--- src/rtl/std_fp_mult_arbiter.sv ---
// ----------------------------------------------------------------------------
// std_fp_mult_arbiter
//
// Shares one pipelined fixed-point multiplier (go/done handshake) among
// NUM_REQ requesters. Each requester holds a level go with its packed
// operands. The arbiter picks one round-robin, latches its operands and
// drives the multiplier until done. It then returns the product with a
// one-cycle done pulse to the owner.
//
// Optional feature macro: FP_MULT_ARB_WDOG_EN
//   defined   : a BUSY watchdog forces completion (result 0) and sets a
//               sticky wdog_err after WDOG_CYCLES cycles without mul_done.
//   undefined : no watchdog; wdog_err is tied to 0.
//
// Ports
//   clk, reset            clock, asynchronous active-high reset
//   req_go    [NUM_REQ]   per-requester level request, held until req_done
//   req_left/right        packed operands, requester i at [i*WIDTH +: WIDTH]
//   req_done  [NUM_REQ]   one-hot, one-cycle completion pulse
//   req_out   [WIDTH]     product of the last completed operation
//   grant     [NUM_REQ]   one-hot current owner, 0 when idle
//   mul_left/right        operand registers to the multiplier
//   mul_go                multiplier go
//   mul_out, mul_done     multiplier result and done
//   wdog_err              sticky watchdog timeout flag
//
// State table
//   state | meaning
//   IDLE  | no owner; picks the next requester at or after rr_ptr
//   BUSY  | owner granted, mul_go high, operands frozen until mul_done
//   DRAIN | one cycle with mul_go low so the multiplier's done pipe clears
// ----------------------------------------------------------------------------
module std_fp_mult_arbiter #(
    parameter int WIDTH       = 4,
    parameter int NUM_REQ     = 4,
    parameter int MUL_LAT     = 3,
    parameter int WDOG_CYCLES = 15
) (
    input  logic                       clk,
    input  logic                       reset,
    input  logic [NUM_REQ-1:0]         req_go,
    input  logic [NUM_REQ*WIDTH-1:0]   req_left,
    input  logic [NUM_REQ*WIDTH-1:0]   req_right,
    output logic [NUM_REQ-1:0]         req_done,
    output logic [WIDTH-1:0]           req_out,
    output logic [NUM_REQ-1:0]         grant,
    output logic [WIDTH-1:0]           mul_left,
    output logic [WIDTH-1:0]           mul_right,
    output logic                       mul_go,
    input  logic [WIDTH-1:0]           mul_out,
    input  logic                       mul_done,
    output logic                       wdog_err
);

    localparam int IDX_W = $clog2(NUM_REQ);

    if (NUM_REQ < 2 || MUL_LAT < 1 || WDOG_CYCLES < 1) begin : g_param_check
        $error("std_fp_mult_arbiter: NUM_REQ must be >= 2, MUL_LAT and WDOG_CYCLES >= 1");
    end

    typedef enum logic [1:0] {
        IDLE  = 2'd0,
        BUSY  = 2'd1,
        DRAIN = 2'd2
    } state_t;

    state_t               state_q,     state_d;
    logic [IDX_W-1:0]     rr_ptr_q,    rr_ptr_d;
    logic [IDX_W-1:0]     owner_q,     owner_d;
    logic [NUM_REQ-1:0]   grant_q,     grant_d;
    logic [NUM_REQ-1:0]   req_done_q,  req_done_d;
    logic [WIDTH-1:0]     req_out_q,   req_out_d;
    logic [WIDTH-1:0]     mul_left_q,  mul_left_d;
    logic [WIDTH-1:0]     mul_right_q, mul_right_d;
    logic                 mul_go_q,    mul_go_d;

`ifdef FP_MULT_ARB_WDOG_EN
    localparam int WD_W = $clog2(WDOG_CYCLES + 1);
    logic [WD_W-1:0]      wdog_cnt_q,  wdog_cnt_d;
    logic                 wdog_err_q,  wdog_err_d;
`endif

    // Round-robin pick: first set request at or after rr_ptr, wrapping.
    logic                 pick_valid;
    logic [IDX_W-1:0]     pick_idx;

    always_comb begin
        pick_valid = 1'b0;
        pick_idx   = '0;
        for (int k = 0; k < NUM_REQ; k++) begin
            int j;
            j = int'(rr_ptr_q) + k;
            if (j >= NUM_REQ) begin
                j = j - NUM_REQ;
            end
            if (!pick_valid && req_go[IDX_W'(j)]) begin
                pick_valid = 1'b1;
                pick_idx   = IDX_W'(j);
            end
        end
    end

    // Pointer moves past the owner so it ranks last at the next pick.
    logic [IDX_W-1:0]     next_ptr;
    assign next_ptr = (owner_q == IDX_W'(NUM_REQ - 1)) ? '0 : owner_q + IDX_W'(1);

    logic                 complete;
    logic [WIDTH-1:0]     result;

    always_comb begin
        state_d     = state_q;
        rr_ptr_d    = rr_ptr_q;
        owner_d     = owner_q;
        grant_d     = grant_q;
        req_done_d  = '0;
        req_out_d   = req_out_q;
        mul_left_d  = mul_left_q;
        mul_right_d = mul_right_q;
        mul_go_d    = mul_go_q;
        complete    = 1'b0;
        result      = mul_out;
`ifdef FP_MULT_ARB_WDOG_EN
        wdog_cnt_d  = wdog_cnt_q;
        wdog_err_d  = wdog_err_q;
`endif

        case (state_q)
            IDLE: begin
                if (pick_valid) begin
                    owner_d     = pick_idx;
                    grant_d     = NUM_REQ'(1) << pick_idx;
                    mul_left_d  = req_left[pick_idx*WIDTH +: WIDTH];
                    mul_right_d = req_right[pick_idx*WIDTH +: WIDTH];
                    mul_go_d    = 1'b1;
                    state_d     = BUSY;
`ifdef FP_MULT_ARB_WDOG_EN
                    // Terminal count reached in the WDOG_CYCLES-th BUSY cycle.
                    wdog_cnt_d  = WD_W'(WDOG_CYCLES - 1);
`endif
                end
            end

            BUSY: begin
                complete = mul_done;
`ifdef FP_MULT_ARB_WDOG_EN
                if (!mul_done) begin
                    if (wdog_cnt_q == '0) begin
                        complete   = 1'b1;
                        result     = '0;
                        wdog_err_d = 1'b1;
                    end else begin
                        wdog_cnt_d = wdog_cnt_q - WD_W'(1);
                    end
                end
`endif
                if (complete) begin
                    req_out_d  = result;
                    req_done_d = NUM_REQ'(1) << owner_q;
                    mul_go_d   = 1'b0;
                    grant_d    = '0;
                    rr_ptr_d   = next_ptr;
                    state_d    = DRAIN;
                end
            end

            DRAIN: begin
                state_d = IDLE;
            end

            default: begin
                state_d  = IDLE;
                mul_go_d = 1'b0;
                grant_d  = '0;
            end
        endcase
    end

    always_ff @(posedge clk or posedge reset) begin
        if (reset) begin
            state_q     <= IDLE;
            rr_ptr_q    <= '0;
            owner_q     <= '0;
            grant_q     <= '0;
            req_done_q  <= '0;
            req_out_q   <= '0;
            mul_left_q  <= '0;
            mul_right_q <= '0;
            mul_go_q    <= 1'b0;
`ifdef FP_MULT_ARB_WDOG_EN
            wdog_cnt_q  <= '0;
            wdog_err_q  <= 1'b0;
`endif
        end else begin
            state_q     <= state_d;
            rr_ptr_q    <= rr_ptr_d;
            owner_q     <= owner_d;
            grant_q     <= grant_d;
            req_done_q  <= req_done_d;
            req_out_q   <= req_out_d;
            mul_left_q  <= mul_left_d;
            mul_right_q <= mul_right_d;
            mul_go_q    <= mul_go_d;
`ifdef FP_MULT_ARB_WDOG_EN
            wdog_cnt_q  <= wdog_cnt_d;
            wdog_err_q  <= wdog_err_d;
`endif
        end
    end

    assign grant     = grant_q;
    assign req_done  = req_done_q;
    assign req_out   = req_out_q;
    assign mul_left  = mul_left_q;
    assign mul_right = mul_right_q;
    assign mul_go    = mul_go_q;

`ifdef FP_MULT_ARB_WDOG_EN
    assign wdog_err = wdog_err_q;
`else
    assign wdog_err = 1'b0;
`endif

endmodule

--- config.mk ---
export PLATFORM = sky130hd
export DESIGN_NAME = std_fp_mult_arbiter
export DESIGN_NICKNAME = d
export VERILOG_FILES = /design/src/rtl/std_fp_mult_arbiter.sv
export SDC_FILE = /design/constraint.sdc
export NUM_CORES = 1
export LEC_CHECK = 0
export ABC_AREA = 1
export BUFFER_PORTS_ARGS = -buffer_cell sky130_fd_sc_hd__buf_2
export CAP_MARGIN = 10
export CORE_UTILIZATION = 25
export DETAILED_ROUTE_END_ITERATION = 10
export PLACE_DENSITY_LB_ADDON = 0.2
export SLEW_MARGIN = 10
export SYNTH_ARGS = -nofsm -noshare
export SYNTH_HDL_FRONTEND = slang
export SYNTH_SLANG_ARGS = --single-unit
--- constraint.sdc ---
create_clock -name clk -period 2.09 [get_ports clk]
set_clock_uncertainty 0.2 [all_clocks]
set_input_delay 0.1045 -clock clk [delete_from_list [all_inputs] [get_ports clk]]
set_output_delay 0.1045 -clock clk [all_outputs]
set_load 0.02 [all_outputs]
Word level (Yosys, flattened, before mapping)

Cells that the tools add are included.

Memories kept: 0
RAM bits: 0
Bits in latches: 0
Memory bits (read-only): 0
Bits of input ports: 43
Output and inout bits: 22
Flip-flop bits (word level): 27

$mul: 0
Divide/modulo/power cells: 0
Muxes and demuxes: 36
Bitwise gates (word level): 1
Shifts and indexed selects: 4
Add/sub/neg operators: 8
Order comparisons: 8
Reductions and logical operators: 11
Equal/unequal tests: 5

Operators by type and width:

| kind                | number |
|---|---|
| $shiftx 16x5->4     | 2 |
| $mux 2              | 11 |
| $lt 2x4->1 const B  | 4 |
| $mux 4              | 4 |
| $mux 1              | 14 |
| $pmux 4 s3          | 1 |
| $ge 3x3->1 const B  | 3 |
| $bmux 1 s2          | 4 |
| $shl 1x2->4 const A | 2 |
| $sub 2x1->2 const B | 4 |
| $add 2x2->3 const B | 2 |
| $reduce_and 2->1    | 3 |
| $eq 2x2->1 const B  | 2 |
| $ne 2x2->1 const B  | 2 |
| $pmux 2 s2          | 1 |
| $add 2x1->3 const B | 1 |
| $ge 2x3->1 const B  | 1 |
| $logic_and 1x1->1   | 3 |
| $logic_not 1->1     | 3 |
| $pmux 1 s3          | 1 |
| $reduce_and 3->1    | 1 |
| $add 2x1->2 const B | 1 |
| $eq 2x1->1 const B  | 1 |
| $logic_not 2->1     | 1 |
| $not 1->1           | 1 |

Longest topological paths before layout

Gate-level depths: netlist (run 1).

Word-level depth: 18
Gate-level depth with buffers: 16
Gate-level depth less buffers: 15

Worst setup path after synthesis (run 1)

Ideal clock, no wire load.

Path kind: flip-flop to flip-flop
From: register rr_ptr_q[0]
To: register mul_left_q[2], in the netlist mul_left[2]
Setup time: 0.117 ns
Slack: 0.208 ns
Period minus slack after synthesis: 1.882 ns
Arrival: 1.566 ns
Stages on the path, launching flop included: 17
Cells stage by stage: dfrtp_1 -> buf_4 -> nand2_2 -> nand2_4 -> nand2_1 -> nand2_1 -> nor2_4 -> nand3_2 -> nand2_4 -> nand2_2 -> buf_6 -> nand2_1 -> nand2_1 -> nand2_1 -> nand2_1 -> nand2_1 -> nand2_1

Longest elaborated chain between the ends: 16
Elaborated cells on any way between the ends: 43
Those cells by class: 7 x add/sub; 4 x order compare; 1 x shift; 24 x mux; 7 x reduce/logical

Ends and longest elaborated chain:

| item                                                                 | RTL line | text |
|---|---|---|
| from (decl)                                                          | 68       | `logic [IDX_W-1:0] rr_ptr_q, rr_ptr_d;` |
| from (signal assigned)                                               | 195      | `rr_ptr_q <= rr_ptr_d;` |
| parallel branches: the longest is 16 deep, another holds $add 2x1->3 | --       |  |
| to (signal assigned)                                                 | 200      | `mul_left_q <= mul_left_d;` |
| to (decl)                                                            | 73       | `logic [WIDTH-1:0] mul_left_q, mul_left_d;` |

Parallel ways; which one is timed is not known. The select of a mux whose other input is x is not followed.
A chain may end at the register's enable or synchronous reset.

Worst setup path in the final report (run 1)

Same ends and word-level chain as after synthesis.

==> results.md, run 1 <==
| Item | Value |
|---|---|
| Required time of the worst setup path | 2.07 ns |
| Filler instances | 682 |
| Count of input and output buffers | 63 |
| Final period util | 99.0% |
| Routed vias | 1862 |
| Layout cells sized above 1 | 40.5% |
| Boundary pin count | 65 |
| Die height | 84.2 um |
| Number of hold violations in the final report | 0 |
| Power, Total | 0.00496 W |
| Net count of the mapped netlist | 296 |
| Transition time of the tightest slew-check pin | 0.612 ns |
| Cts bufs inserted | 3 |
| Slew margin rel. | 58.8% |
| TritonRoute pass-1 iters | 7 |
| Post-synthesis to final-layout area growth | 52.5% |
| Worst Setup Start Kind | flip-flop |
| Sequential-to-total area share from yosys stat | 40.0% |
| Avg WL per Cell | 12.6 um |
| Cell with the biggest individual delay on the critical path | sky130_fd_sc_hd__dfrtp_2 |
| Vias in the first global route | 1665 |
| Critical path class | flip-flop to flip-flop |
| Crit path max-delay family | simple AND/OR/NAND/NOR gates |
| Die footprint | 0.00708 mm^2 |
| Remaining global-route overflow | 0 |
| Placer's final routability congestion estimate | 0.776 |
| Clock Latency Late Sink | 0.28 ns |
| Synthesis-stage register bit count | 27 |
| Maximum number of pins on one net before global-route repair | 28 |
| Ratio of total power to cell area | 1930 mW/mm^2 |
| Delay of the slowest critical-path stage | 0.47 ns |
| Maximum fanout along the worst path | 6 |
| Cell variety after synth | 22 |
| Core Box Area | 0.00642 mm^2 |
| TritonCTS clock tree | built |
| Global routing usage summed across all routing layers | 13.1% |
| DRT antenna net count | 0 |
| Max Buffers Root-to-Sink | 2 |
| Hold Crit Class | input pin to flip-flop |
| Setup repair after global routing missed its margin | yes |
| PnR worst setup slack | 0.0201 ns |
| Cell row count | 29 |
| Initial core utilization | 26.3% |
| Dpl cell area | 0.00211 mm^2 |
| Detailed Route Iter0 Violations | 35 |
| Area of the multi-input gates | 0.00107 mm^2 |
| FF+latch area | 678 um^2 |
| Yosys warns | 0 |
| Maximum resistive drop on vdd | 0.000584 V |
| Layout Nets | 384 |
| Estimated wirelength of the detail-placed design | 3410 um |
| Post-route standard cell area excluding fillers | 0.00257 mm^2 |
| Clock transition time at the flip-flop clock pins of the worst setup and hold paths | 0.11 ns |
| Leak | 1.47 nW |
| Critical path cell sequence | inv_4, buf_6, nand2_1, nand2_1, nand2_1, nand2_2, nor2_4, a21oi_2, buf_4, nand3_4, buf_4, nand2_1, nand2_1, nand2_1, nand2_1 |
| Antenna violations before repair | 0 |
| Final period demand of the worst path | 2.07 ns |
| Post-Synthesis Cells | 249 |
| Synthesized area | 0.00169 mm^2 |
| H-tree depth | 1 |
| Post-detailed-routing wire length | 5200 um |
| Average cell area after synthesis | 6.78 um^2 |
| Via density per instance | 4.51 |
| Most frequent CP cell | sky130_fd_sc_hd__nand2_1 |
| DR DRC count | 2 |
| Place WS | -0.0917 ns |
| Final number of setup-violating endpoints | 0 |
| Highest achievable clock rate | 483 MHz |
| Ant. Diodes | 0 |
| Clock tree sinks | 27 |
| WP data arrival | 2.05 ns |
| Final core utilization | 40.1% |
| Crit. End Element | flip-flop |
| Final slew viol count | 0 |
| Hold Worst Slack | 0.00127 ns |
| Failing checks | DRC |
| Buffer type at the clock tree root | sky130_fd_sc_hd__clkbuf_8 |
| Horiz. Die Dim | 84.2 um |
| Max-capacitance violation count | 0 |
| First-pass GRT wire length | 7490 um |
| Buf/Inv on CP | 4 |
| Run status | finished with violations |
## synthesized netlist by cell type
library cell               count  area, um^2
sky130_fd_sc_hd__dfrtp_1      27         676
sky130_fd_sc_hd__nor2_1        7        26.3
sky130_fd_sc_hd__nand2_1     130         488
sky130_fd_sc_hd__nand2_4       2        22.5
sky130_fd_sc_hd__conb_1        1        3.75
sky130_fd_sc_hd__nand3_1      28         140
sky130_fd_sc_hd__buf_2         3        15.0
sky130_fd_sc_hd__o21ai_1       3        15.0
sky130_fd_sc_hd__a21oi_1       2        10.0
sky130_fd_sc_hd__clkinv_1      1        3.75
sky130_fd_sc_hd__nor2_4        1        11.3
sky130_fd_sc_hd__nor2_2        3        18.8
sky130_fd_sc_hd__nand3_2       2        20.0
sky130_fd_sc_hd__o21ai_0       4        20.0
sky130_fd_sc_hd__inv_1        15        56.3
sky130_fd_sc_hd__buf_4         4        30.0
sky130_fd_sc_hd__ha_1          4        50.1
sky130_fd_sc_hd__inv_2         3        11.3
sky130_fd_sc_hd__nand3b_1      1        7.51
sky130_fd_sc_hd__nand2_2       4        25.0
sky130_fd_sc_hd__o31ai_1       2        15.0
sky130_fd_sc_hd__buf_6         2        22.5
## through the flow
stage,std cells,TNS [ns]
finish,413,0
global route,413,-0.972
CTS,403,0
detailed placement,391,-0.522
global placement,391,-0.227
floorplan,249,0
## worst paths after layout
path / startpoint / slack, ns / cells past startpoint / endpoint
worst min register to register: mul_right[3] / 0.29 / 2 / mul_right[3]
max in group asynchronous: reset / 1.18 / 4 / rr_ptr_q[0]
worst min-delay path: req_right[2] / 0.001 / 7 / mul_right[2]
worst max register to register: rr_ptr_q[0] / 0.02 / 15 / mul_left[2]
min in group asynchronous: reset / 0.22 / 4 / mul_left[0]
worst max-delay path: rr_ptr_q[0] / 0.02 / 15 / mul_left[2]
## what timing repair did
| item | 4_1_cts | 5_1_grt |
|---|---|---|
| resized for setup | 3 | 57 |
| buffers inserted | 1 | 7 |
| cloned | 0 | 3 |
| hold buffers | 7 | 0 |
| pin swaps | 0 | 18 |
| hold endpoints to repair | 33 | 0 |
| setup endpoints to repair | 9 | 13 |
## tightest hold or removal path: cells and delay by family
family	cells	cell delay, ns
simple gates	6	0.26
buf+inv	1	0.08
## layer usage
| layer | part of all wire, % | vias to the layer above | track usage, % |
|---|---|---|---|
| li1 | - | 944 | - |
| met1 | 47 | 883 | 18.0 |
| met2 | 49 | 31 | 21.6 |
| met3 | 3.3 | 4 | 1.57 |
| met4 | 1.0 | 0 | 3.76 |
| met5 | 0 | - | 0 |
## cell usage in the layout, fill, tap and decap left out, types with 3 or more instances in the layout
cell type,instances
sky130_fd_sc_hd__nand2_1,117
sky130_fd_sc_hd__buf_2,63
sky130_fd_sc_hd__dfrtp_1,25
sky130_fd_sc_hd__nand3_1,17
sky130_fd_sc_hd__inv_1,15
sky130_fd_sc_hd__nand2_2,14
sky130_fd_sc_hd__buf_4,14
sky130_fd_sc_hd__nand3_2,10
sky130_fd_sc_hd__dlygate4sd3_1,7
sky130_fd_sc_hd__nor2_1,6
sky130_fd_sc_hd__nand2_4,4
sky130_fd_sc_hd__nor2_4,4
sky130_fd_sc_hd__o21ai_0,4
sky130_fd_sc_hd__ha_1,4
sky130_fd_sc_hd__buf_6,4
sky130_fd_sc_hd__nand3_4,3
sky130_fd_sc_hd__clkbuf_8,3
## kinds of logic (layout without fill, tap and decap cells)
group	after synthesis	count (layout)	synth area share [%]
DFF	27	27	40.0
buffers and inverters	28	114	8.23
other	1	1	0.222
adders and majority gates	4	4	2.97
AOI/OAI and AO/OA	11	11	3.56
and+or+nand+nor	178	179	45.0
## layout make-up
class                   count  area share, %
clock inverters             1          0.340
flip-flops and latches     27           26.3
clock buffers               3           1.60
well taps                  77           3.74
multi-input cells         195           41.7
repair buffers             91           23.3
inverters                  19           2.97
## flip-flops by register name, indices dropped and copies added (netlist names)
signal	count
owner_q	2
mul_go	1
rr_ptr_q	2
req_out	4
req_done	4
mul_left	4
state_q	2
mul_right	4
grant	4
## power by group
part	total (W)	switching (W)	internal [W]
logic	0.00373	0.00225	0.00149
clock network	0.000323	0.000182	0.000140
registers	0.000904	0.000158	0.000746
total	0.00496	0.00259	0.00237
Power figures use the tool's default switching activity.
==> run 2, diff against run 1 <==
--- a/config.mk
+++ b/config.mk
@@ -6,10 +6,10 @@
 export NUM_CORES = 1
 export LEC_CHECK = 0
 export ABC_AREA = 1
-export BUFFER_PORTS_ARGS = -buffer_cell sky130_fd_sc_hd__buf_2
 export CAP_MARGIN = 10
 export CORE_UTILIZATION = 25
 export DETAILED_ROUTE_END_ITERATION = 10
+export DONT_BUFFER_PORTS = 1
 export PLACE_DENSITY_LB_ADDON = 0.2
 export SLEW_MARGIN = 10
 export SYNTH_ARGS = -nofsm -noshare
==> results.md, run 2 (synthesis gave the netlist of run 1 again) <==
| Item | Value | Delta |
|---|---|---|
| Vias in the first global route | 1629 | was 1665 |
| Cell row count | 29 | unchanged |
| Place WS | -0.00883 ns | was -0.0917 ns |
| Final period demand of the worst path | 2.03 ns | was 2.07 ns |
| Initial core utilization | 26.3% | unchanged |
| Net Switching | 0.00211 W | was 0.00259 W |
| Final slew viol count | 0 | unchanged |
| Register-to-Register Path Depth | 13 | was 15 |
| Max-capacitance violation count | 0 | unchanged |
| Leading cell type in the layout, fill and taps excluded | sky130_fd_sc_hd__nand2_1 | unchanged |
| Met1 global-route usage | 17.1% | was 18.0% |
| Post-route standard cell area excluding fillers | 0.00229 mm^2 | was 0.00257 mm^2 |
| Failing checks | DRC | unchanged |
| Clock group share of total power | 7.6% | was 6.5% |
| PnR worst setup slack | 0.0565 ns | was 0.0201 ns |
| Maximum resistive drop on vdd | 0.000530 V | was 0.000584 V |
| Met3 Usage GRT | 2.46% | was 1.57% |
| Global routing usage summed across all routing layers | 13.6% | was 13.1% |
| Core Box Area | 0.00642 mm^2 | unchanged |
| Slew margin rel. | 57.9% | was 58.8% |
| Run status | finished with violations | unchanged |
| Estimated wirelength of the detail-placed design | 3230 um | was 3410 um |
| Routed vias | 1673 | was 1862 |
| Area of the multi-input gates | 878 um^2 | was 0.00107 mm^2 |
| Detailed Route Iter0 Violations | 73 | was 35 |
| Hold Worst Slack | 0.0406 ns | was 0.00127 ns |
| Switching part of the total | 51.9% | was 52.2% |
| Required time of the worst setup path | 2.09 ns | was 2.07 ns |
| Leak | 1.23 nW | was 1.47 nW |
| Post-detailed-routing wire length | 4750 um | was 5200 um |
| Remaining global-route overflow | 0 | unchanged |
| Transition time of the tightest slew-check pin | 0.625 ns | was 0.612 ns |
| H-tree depth | 1 | unchanged |
| Clock Latency Late Sink | 0.27 ns | was 0.28 ns |
| Die footprint | 0.00708 mm^2 | unchanged |
| Maximum number of pins on one net before global-route repair | 28 | unchanged |
| First-pass GRT wire length | 7720 um | was 7490 um |
| WP data arrival | 2.04 ns | was 2.05 ns |
| TritonRoute pass-1 iters | 7 | unchanged |
| Die height | 84.2 um | unchanged |
| Hold Crit Class | input pin to flip-flop | unchanged |
| Buffer type at the clock tree root | sky130_fd_sc_hd__clkbuf_8 | unchanged |
| Top library cells by usage in the layout, fill and taps aside | 130 x sky130_fd_sc_hd__nand2_1, 38 x sky130_fd_sc_hd__dlygate4sd3_1, 28 x sky130_fd_sc_hd__nand3_1 | was 117 x sky130_fd_sc_hd__nand2_1, 63 x sky130_fd_sc_hd__buf_2, 25 x sky130_fd_sc_hd__dfrtp_1 |
| Post-Route Setup TNS | 0 ns | unchanged |
| Via density per instance | 4.49 | was 4.51 |
| Avg WL per Cell | 12.7 um | was 12.6 um |
| Clock transition time at the flip-flop clock pins of the worst setup and hold paths | 0.10 ns | was 0.11 ns |
| Layout Nets | 344 | was 384 |
| Worst Setup Start Kind | flip-flop | unchanged |
| FF+latch area | 677 um^2 | was 678 um^2 |
| Global-route track usage on met2 | 22.3% | was 21.6% |
| Combinational cell fraction of total power | 65.4% | was 75.3% |
| Sequential power share | 27.0% | was 18.2% |
| Count of input and output buffers | 0 | was 63 |
| Max Buffers Root-to-Sink | 2 | unchanged |
| Worst-case hold path end point | mul_go | was mul_right[2] |
| Highest achievable clock rate | 492 MHz | was 483 MHz |
| Boundary pin count | 65 | unchanged |
| Launch point of the worst reg-to-reg path | rr_ptr_q[0] | unchanged |
| Ant. Diodes | 0 | unchanged |
| Horiz. Die Dim | 84.2 um | unchanged |
| R2R Setup Slk | 0.06 ns | was 0.02 ns |
| Post-synthesis to final-layout area growth | 35.8% | was 52.5% |
| Number of hold violations in the final report | 0 | unchanged |
| Reg-to-Reg End | grant[3] | was mul_left[2] |
| Cts bufs inserted | 3 | unchanged |
| Setup repair after global routing missed its margin | yes | unchanged |
| Placer's final routability congestion estimate | 0.765 | was 0.776 |
| Post-CTS Setup Bufs | 0 | was 1 |
| TritonCTS clock tree | built | unchanged |
| Crit. End Element | flip-flop | unchanged |
| DR DRC count | 2 | unchanged |
| Cell count of the worst hold path | 3 | was 7 |
| Final period util | 97.3% | was 99.0% |
| Busiest metal layer after global routing | met2 | unchanged |
| Ratio of total power to cell area | 1780 mW/mm^2 | was 1930 mW/mm^2 |
| Antenna violations before repair | 0 | unchanged |
| Dpl cell area | 0.00185 mm^2 | was 0.00211 mm^2 |
| Critical path class | flip-flop to flip-flop | unchanged |
| Internal power | 0.00196 W | was 0.00237 W |
| DRT antenna net count | 0 | unchanged |
| Final core utilization | 35.7% | was 40.1% |
| Final number of setup-violating endpoints | 0 | unchanged |
| Clock tree sinks | 27 | unchanged |
| Maximum fanout along the worst path | 11 | was 6 |
| Layout cells sized above 1 | 11.5% | was 40.5% |
| Origin of the worst min-delay path | mul_done | was req_right[2] |
| Filler instances | 683 | was 682 |
[run 2: power by group through the flow]
| stage | clock network [W] | registers [W] | logic [W] |
|---|---|---|---|
| global route | 0.000341 | 0.00113 | 0.00306 |
| floorplan | 0 | 0.00105 | 0.00190 |
| CTS | 0.000322 | 0.00110 | 0.00267 |
| detailed placement | 0 | 0.00111 | 0.00257 |
| finish | 0.000308 | 0.00110 | 0.00266 |
| global placement | 0 | 0.00111 | 0.00257 |
[run 2: timing repair]
action                                  4_1_cts  5_1_grt
resized for setup                             1        4
hold buffers                                 38        0
pin swaps                                     0        0
endpoints found under the hold margin        47        0
endpoints found under the setup margin        3       14
[run 2: critical path, stage by stage (launching register included)]
cell                      delay, ns
sky130_fd_sc_hd__dfrtp_2       0.46
sky130_fd_sc_hd__buf_4         0.15
sky130_fd_sc_hd__nand2_1       0.05
sky130_fd_sc_hd__nand2_1       0.07
sky130_fd_sc_hd__nand2_1       0.08
sky130_fd_sc_hd__nand2_1       0.08
sky130_fd_sc_hd__nor2_4        0.11
sky130_fd_sc_hd__nand3_2       0.11
sky130_fd_sc_hd__nor2_2        0.15
sky130_fd_sc_hd__inv_2         0.04
sky130_fd_sc_hd__nand3_1       0.11
sky130_fd_sc_hd__buf_12        0.15
sky130_fd_sc_hd__nand2_1       0.07
sky130_fd_sc_hd__o21ai_1       0.13
[run 2: through the flow]
stage,instances,total power (W)
5_1_grt,373,0.00453
4_1_cts,373,0.00409
6_report,373,0.00407
3_3_place_gp,331,0.00368
2_1_floorplan,249,0.00294
3_5_place_dp,331,0.00369
[run 2: routing by layer]
| layer | up-vias | share of wire, % | routed length, um |
|---|---|---|---|
| met5 | - | 0 | 0 |
| li1 | 858 | - | - |
| met2 | 41 | 47 | 2240 |
| met1 | 764 | 45 | 2150 |
| met4 | 0 | 2.9 | 139 |
| met3 | 10 | 4.7 | 222 |
[run 2: final cells by class]
class | count | share of cell area, %
Timing Repair Buffer | 52 | 22.6
Sequential cell | 27 | 29.5
Multi-Input combinational cell | 194 | 38.3
Inverter | 19 | 3.22
Clock buffer | 3 | 1.80
Clock inverter | 1 | 0.328
Tap cell | 77 | 4.20
[run 2: worst max path at each step]
stage               cells after the start  slack (ns)         from      endpoint
floorplan                              16        0.21  rr_ptr_q[0]   mul_left[2]
detailed placement                     11      -0.009  rr_ptr_q[0]      grant[1]
global route                           15       -0.14  rr_ptr_q[0]   mul_left[1]
CTS                                    14       0.003  rr_ptr_q[0]  mul_right[3]
finish                                 13        0.06  rr_ptr_q[0]      grant[3]
global placement                       11       0.002  rr_ptr_q[0]      grant[1]
